===== config.mk =====
export PLATFORM = sky130hd
export DESIGN_NAME = counts_poller_flat
export DESIGN_NICKNAME = d
export VERILOG_FILES = /design/src/rtl/counters_pkg.sv /design/src/rtl/counts_poller_if.sv /design/src/rtl/counts_result_bank.sv /design/src/rtl/counts_poller.sv /design/src/flat_wrapper.sv
export SDC_FILE = /design/constraint.sdc
export NUM_CORES = 1
export LEC_CHECK = 0
export CAP_MARGIN = 15
export CORE_UTILIZATION = 34
export CTS_BUF_LIST = sky130_fd_sc_hd__clkbuf_16
export DETAILED_ROUTE_END_ITERATION = 10
export SETUP_SLACK_MARGIN = 0.02
export SLEW_MARGIN = 25
export SYNTH_ARGS = -nofsm -noshare
export SYNTH_HDL_FRONTEND = slang
export SYNTH_SLANG_ARGS = --single-unit

===== constraint.sdc =====
create_clock -name clk -period 3.4 [get_ports clk]
set_clock_uncertainty 0.1 [all_clocks]
set_input_delay 0.51 -clock clk [delete_from_list [all_inputs] [get_ports clk]]
set_output_delay 0.51 -clock clk [all_outputs]
set_load 0.01 [all_outputs]

===== src/rtl/counters_pkg.sv =====
// Shared definitions for the counters readout slice: main FSM one-hot codes,
// poller FSM states and default widths.
package counters_pkg;

    typedef enum logic [3:0] {
        ST_RESET  = 4'b0001,
        ST_INIT   = 4'b0010,
        ST_IDLE   = 4'b0100,
        ST_ACTIVE = 4'b1000
    } main_state_e;

    typedef enum logic [1:0] {
        S_IDLE,
        S_REQ,
        S_WAIT,
        S_DONE
    } poll_state_e;

    localparam int DEF_CNT_W = 5;
    localparam int DEF_IDX_W = 3;

endpackage


===== src/rtl/counts_poller_if.sv =====
// Counters readout request/response bus: the poller is master, the counters block is slave.
interface counts_poller_if
    import counters_pkg::*;
#(
    parameter int IDX_W = DEF_IDX_W,
    parameter int CNT_W = DEF_CNT_W
);
    logic             req;
    logic [IDX_W-1:0] idx;
    logic [CNT_W-1:0] counts;
    logic             cnt_valid;

    modport master (output req, output idx, input counts, input cnt_valid);
    modport slave  (input req, input idx, output counts, output cnt_valid);
endinterface


===== src/rtl/counts_result_bank.sv =====
// Result bank for polled counts: synchronous write, asynchronous read and clear.
module counts_result_bank #(
    parameter int NUM_CNT = 5,
    parameter int IDX_W   = 3,
    parameter int CNT_W   = 5
) (
    input  logic             clk,
    input  logic             reset_L,
    input  logic             we,
    input  logic [IDX_W-1:0] wr_idx,
    input  logic [CNT_W-1:0] wr_data,
    input  logic [IDX_W-1:0] rd_idx,
    output logic [CNT_W-1:0] rd_data
);

    logic [CNT_W-1:0] mem [NUM_CNT];

    always_ff @(posedge clk or negedge reset_L) begin
        if (!reset_L) begin
            for (int unsigned i = 0; i < NUM_CNT; i++) begin
                mem[i] <= '0;
            end
        end else if (we && (int'(wr_idx) < NUM_CNT)) begin
            mem[wr_idx] <= wr_data;
        end
    end

    // Addresses past the last counter read as zero.
    always_comb begin
        rd_data = '0;
        if (int'(rd_idx) < NUM_CNT) begin
            rd_data = mem[rd_idx];
        end
    end

endmodule


===== src/rtl/counts_poller.sv =====
// Counters readout initiator: sweeps idx 0..NUM_CNT-1 while the main FSM is IDLE.
// Optional COUNTS_CHECK_EN adds exp_counts/mismatch per-counter comparison.
module counts_poller
    import counters_pkg::*;
#(
    parameter int NUM_CNT = 5,
    parameter int IDX_W   = DEF_IDX_W,
    parameter int CNT_W   = DEF_CNT_W,
    parameter int TIMEOUT = 8
) (
    input  logic                   clk,
    input  logic                   reset_L,
    input  logic [3:0]             state,
    input  logic                   start,
    counts_poller_if.master        bus,
    output logic                   busy,
    output logic                   done,
    output logic                   abort,
    input  logic [IDX_W-1:0]       rd_idx,
    output logic [CNT_W-1:0]       rd_data
`ifdef COUNTS_CHECK_EN
    ,
    input  logic [NUM_CNT*CNT_W-1:0] exp_counts,
    output logic [NUM_CNT-1:0]       mismatch
`endif
);

    localparam int TMR_W = $clog2(TIMEOUT + 1);

    poll_state_e      fsm, fsm_nxt;
    logic [IDX_W-1:0] idx_r;
    logic [TMR_W-1:0] timer;
    logic             abort_r;
    logic in_idle, sweeping, lost, go, rejected, capture, last_idx, timed_out;

    // Losing the IDLE main state aborts combinationally so req/busy drop in the same cycle.
    always_comb begin
        in_idle   = (state == ST_IDLE);
        sweeping  = (fsm == S_REQ) || (fsm == S_WAIT);
        lost      = sweeping && !in_idle;
        go        = (fsm == S_IDLE) && start && in_idle;
        rejected  = (fsm == S_IDLE) && start && !in_idle;
        capture   = (fsm == S_WAIT) && in_idle && bus.cnt_valid;
        last_idx  = (idx_r == IDX_W'(NUM_CNT - 1));
        timed_out = (fsm == S_WAIT) && in_idle && !bus.cnt_valid
                    && (timer == TMR_W'(TIMEOUT - 1));
    end

    always_ff @(posedge clk or negedge reset_L) begin
        if (!reset_L) fsm <= S_IDLE;
        else          fsm <= fsm_nxt;
    end

    always_comb begin
        fsm_nxt = fsm;
        case (fsm)
            S_IDLE:  if (go) fsm_nxt = S_REQ;
            S_REQ:   fsm_nxt = lost ? S_IDLE : S_WAIT;
            S_WAIT: begin
                if (lost || timed_out) fsm_nxt = S_IDLE;
                else if (capture)      fsm_nxt = last_idx ? S_DONE : S_REQ;
            end
            S_DONE:  fsm_nxt = S_IDLE;
            default: fsm_nxt = S_IDLE;
        endcase
    end

    always_comb begin
        bus.req = (fsm == S_REQ) && in_idle;
        bus.idx = idx_r;
        busy    = sweeping && in_idle;
        done    = (fsm == S_DONE);
        abort   = abort_r || lost;
    end

    always_ff @(posedge clk or negedge reset_L) begin
        if (!reset_L) begin
            idx_r   <= '0;
            timer   <= '0;
            abort_r <= 1'b0;
        end else begin
            if (go) begin
                idx_r   <= '0;
                abort_r <= 1'b0;
            end
            if (rejected || lost || timed_out) abort_r <= 1'b1;
            if (lost || timed_out) idx_r <= '0;
            if (capture) idx_r <= last_idx ? '0 : idx_r + IDX_W'(1);
            if (fsm == S_REQ)                   timer <= '0;
            else if (fsm == S_WAIT && !capture) timer <= timer + TMR_W'(1);
        end
    end

    counts_result_bank #(
        .NUM_CNT (NUM_CNT),
        .IDX_W   (IDX_W),
        .CNT_W   (CNT_W)
    ) u_bank (
        .clk     (clk),
        .reset_L (reset_L),
        .we      (capture),
        .wr_idx  (idx_r),
        .wr_data (bus.counts),
        .rd_idx  (rd_idx),
        .rd_data (rd_data)
    );

`ifdef COUNTS_CHECK_EN
    always_ff @(posedge clk or negedge reset_L) begin
        if (!reset_L) begin
            mismatch <= '0;
        end else if (go) begin
            mismatch <= '0;
        end else if (capture) begin
            mismatch[idx_r] <= (bus.counts != exp_counts[int'(idx_r)*CNT_W +: CNT_W]);
        end
    end
`endif

endmodule


===== src/flat_wrapper.sv =====
// flat-port wrapper written by rule: the top's interface ports become plain ports
module counts_poller_flat import counters_pkg::*;
#(
    parameter int NUM_CNT = 5,
    parameter int IDX_W   = DEF_IDX_W,
    parameter int CNT_W   = DEF_CNT_W,
    parameter int TIMEOUT = 8
)
  (clk, reset_L, state, start, busy, done, abort, rd_idx, rd_data, bus_req, bus_idx, bus_counts, bus_cnt_valid);
  counts_poller_if #(.IDX_W(IDX_W), .CNT_W(CNT_W)) bus_i ();
  input  logic clk;
  input  logic reset_L;
  input  logic [3:0] state;
  input  logic start;
  output logic busy;
  output logic done;
  output logic abort;
  input  logic [IDX_W-1:0] rd_idx;
  output logic [CNT_W-1:0] rd_data;
  output wire logic [$bits(bus_i.req)-1:0] bus_req;
  output wire logic [$bits(bus_i.idx)-1:0] bus_idx;
  input wire logic [$bits(bus_i.counts)-1:0] bus_counts;
  input wire logic [$bits(bus_i.cnt_valid)-1:0] bus_cnt_valid;
  assign bus_req = bus_i.req;
  assign bus_idx = bus_i.idx;
  assign bus_i.counts = bus_counts;
  assign bus_i.cnt_valid = bus_cnt_valid;
  counts_poller #(.NUM_CNT(NUM_CNT), .IDX_W(IDX_W), .CNT_W(CNT_W), .TIMEOUT(TIMEOUT)) u_core (.clk(clk), .reset_L(reset_L), .state(state), .start(start), .bus(bus_i), .busy(busy), .done(done), .abort(abort), .rd_idx(rd_idx), .rd_data(rd_data));
endmodule

==> impl_results.md <==
* # Post-CTS Setup Buffers at 0
* Clock tree root driver cell: clkbuf_16
* Cell Count Post-Placement at 248
* Fin nets at 207
* Final Hold Viols at 0
* Synth async-reset ratio at 1.00
* Area delta synth->final at 25.0%
* Critical path data required time at between 2000 and 3000 ps
* Crit share post-route at 0.894
* R2R depth at 5
* FF-to-FF Start: u_core.fsm[0]$_DFFE_PN0P_
* Sequential area share after synthesis at 0.453
* Routed via count at 1279
* Total CTS buffers at 5
* DRC Markers at 0
* Core area at roughly 5500 um2
* Largest family of logic cells by synthesized area: multiplexers
* DRT iter0 DRCs at 81
* Initial antenna violation count at 0
* Fillers at between 500 and 600
* Setup crit end: abort
* Cell Count, Final, Fillers Out at between 200 and 300
* Remaining global-route overflow at 0
* Post-layout min period at a little over 3000 ps
* Number of diodes at 0
* Initial core utilization at 0.351
* Critical Path Start: state[3]
* Worst path slowest cell: or4b_2
* R2r setup slk at between 1000 and 1500 ps
* Worst r2r dst: u_core.u_bank.mem[1]$_DFFE_PN0P_
* Multiplexer area fraction after synthesis at 0.229
* Max VDD drop at around 270 uV
* Post-synth EDFFs at 0
* PwrDens at 479 nW/um2
* First-pass GRT wire length at 6820 um
* Cell area after synthesis at just under 2000 um2
* Hold Crit Class: reg2reg
* Post_cts resized at 0
* Post-Synth Adder-Cell Area at 0.0518
* Setup crit end kind: primary output
* RSZ-0062 raised after global routing: no
* # port buffers at 27
* Hold_buf cts at 0
* CTS max path bufs at 2
* First-pass iteration count of the detailed router at 4
* DIE AREA at 5990 um2
* Sink Count at 35
* Final setup viols at 0
* Primary FF master, synth: dfrtp_1
* Vias per Instance at between 4 and 5
* CP most frequent cell: clkdlybuf4s50_1
* Routability cong. at 0.767
* Yosys reg bits at 35
* Layout cells sized above 1 at 0.272
* Wire per inst at approximately 15 um
* Gr usage total at 0.148
* Ports at 28
* Most frequent cells in the layout: dfrtp_1, clkdlybuf4s50_1, mux2_2
* WP data arrival at 2430 ps
* DRT Wirelength at a little under 4000 um
* Slew headroom at 0.598
* Critical path's largest stage delay at between 700 and 800 ps
* Critical setup path kind: in2out
* Slew @ Worst Pin at 595 ps
* Vias in the first global route at 1403
* Xor/xnor cell area share of the yosys netlist at 0.0136
* Compound-Gate Fraction of Synth Area at 0.0725
* Fin. max-slew vios at 0
* Post-Syn Nets at 178
* HPWL after detailed placement at 2810 um
* Synthesis Warnings at 0
* CP Max Fanout at 6
* Antenna Nets Post-Route at 0
* Rows at 27
* Library cells used by synthesis at 36
* Synth Area in Simple Gates at 0.143
* Most common cell after layout, fill and taps aside: dfrtp_1
* CTS tree: done
* Synth Instances at 154
* Fmax at 0.329 GHz
* MaxCap Viol Count at 0
* Htree depth at 2
* Setup_tns at 0 ps
* Largest net degree at the start of global routing at 36
* Leakage at 1.06 nW
* Startpoint types: primary input
* Register clock-pin slew on the reported worst setup and hold paths at 50 ps
* Avg Cell Area, Syn at 12.6 um2
* Die Y at 77.4 um
* Clk_lat worst skew at 270 ps
* Status: finished clean
* Crit-path cells: clkdlybuf4s50_1 > or4b_2 > nand2_1 > nand2b_1 > clkdlybuf4s50_1
* Die Wd at 77.4 um
flip-flops by register name, indices dropped and copies added, names as in the netlist:
| name | cells |
|---|---|
| u_core.u_bank.mem | 25 |
| u_core.bus.idx | 3 |
| u_core.fsm | 2 |
| u_core.timer | 4 |
| u_core.abort_r | 1 |
synthesized netlist by cell type, types with 2 or more instances:
master    number  area [um2]
clkbuf_1       5        18.8
xor2_1         2        17.5
mux2_4         5        75.1
and2_2         2        15.0
inv_1         10        37.5
ha_1           8         100
nand3_1        6        30.0
mux4_2         5         113
nor2_1         6        22.5
nor4_4         3        63.8
o211ai_1       2        15.0
nand2_1        5        18.8
mux2i_1        3        30.0
mux2_2        20         225
a21boi_0       2        15.0
o21ai_0        9        45.0
dfrtp_1       35         876
a31oi_1        3        18.8
a21oi_1        6        30.0
how the worst min path moves through the flow:
stage,start,to,depth (start not counted)
after floorplan,reset_L,u_core.abort_r$_DFFE_PN0P_,0
after global placement,u_core.abort_r$_DFFE_PN0P_,u_core.abort_r$_DFFE_PN0P_,1
after detailed placement,u_core.abort_r$_DFFE_PN0P_,u_core.abort_r$_DFFE_PN0P_,1
after CTS,u_core.abort_r$_DFFE_PN0P_,u_core.abort_r$_DFFE_PN0P_,1
after global routing,u_core.abort_r$_DFFE_PN0P_,u_core.abort_r$_DFFE_PN0P_,1
final,u_core.abort_r$_DFFE_PN0P_,u_core.abort_r$_DFFE_PN0P_,1
cells by family (layout without fill, tap and decap cells):
family | after synthesis | count (layout)
flops | 35 | 35
simple gates | 34 | 34
mux | 33 | 33
compound gates | 24 | 24
buf+inv | 17 | 47
fa+ha+maj | 8 | 8
xor+xnor | 3 | 3
stage by stage:
stage / instance area, um2 / setup WS (ps) / total power (W) / hold WS, ps / util
floorplan: 1930 / 1170 / 0.000644 / 114 / -
CTS: 2420 / 361 / 0.00117 / 374 / 0.439
finish: 2420 / 359 / 0.00116 / 368 / 0.439
global placement: 2270 / 375 / 0.000724 / 362 / 0.413
detailed placement: 2270 / 371 / 0.000735 / 361 / 0.413
global route: 2420 / 257 / 0.00123 / 412 / 0.439
power by group:
| part | switching, W | internal [W] |
|---|---|---|
| sequential | 0.0000240 | 0.000449 |
| clock | 0.000164 | 0.000267 |
| combinational | 0.000133 | 0.000120 |
| total | 0.000321 | 0.000837 |
critical path, delay by kind of cell:
family	cells	cell delay (ps)
simple gates	3	980
buf+inv	2	930
final cells by class:
cell class	count	area, um2	share of cell area
multi-input combinational	102	986	0.408
sequential	35	876	0.363
timing repair buffer	29	285	0.118
clock buffer	5	125	0.0518
tap	72	90.1	0.0373
inverter	10	37.5	0.0155
clock inverter	3	16.3	0.00673
per-layer routing:
layer | GRT usage | wire length, um | vias to the layer above | share of wire
met5 | 0 | 0 | - | 0
met4 | 0.0547 | 53 | 0 | 0.014
met3 | 0.0459 | 166 | 5 | 0.042
met2 | 0.250 | 1930 | 29 | 0.49
met1 | 0.176 | 1770 | 632 | 0.45
li1 | - | - | 613 | -
No activity file was read; power rests on OpenSTA's default activity.
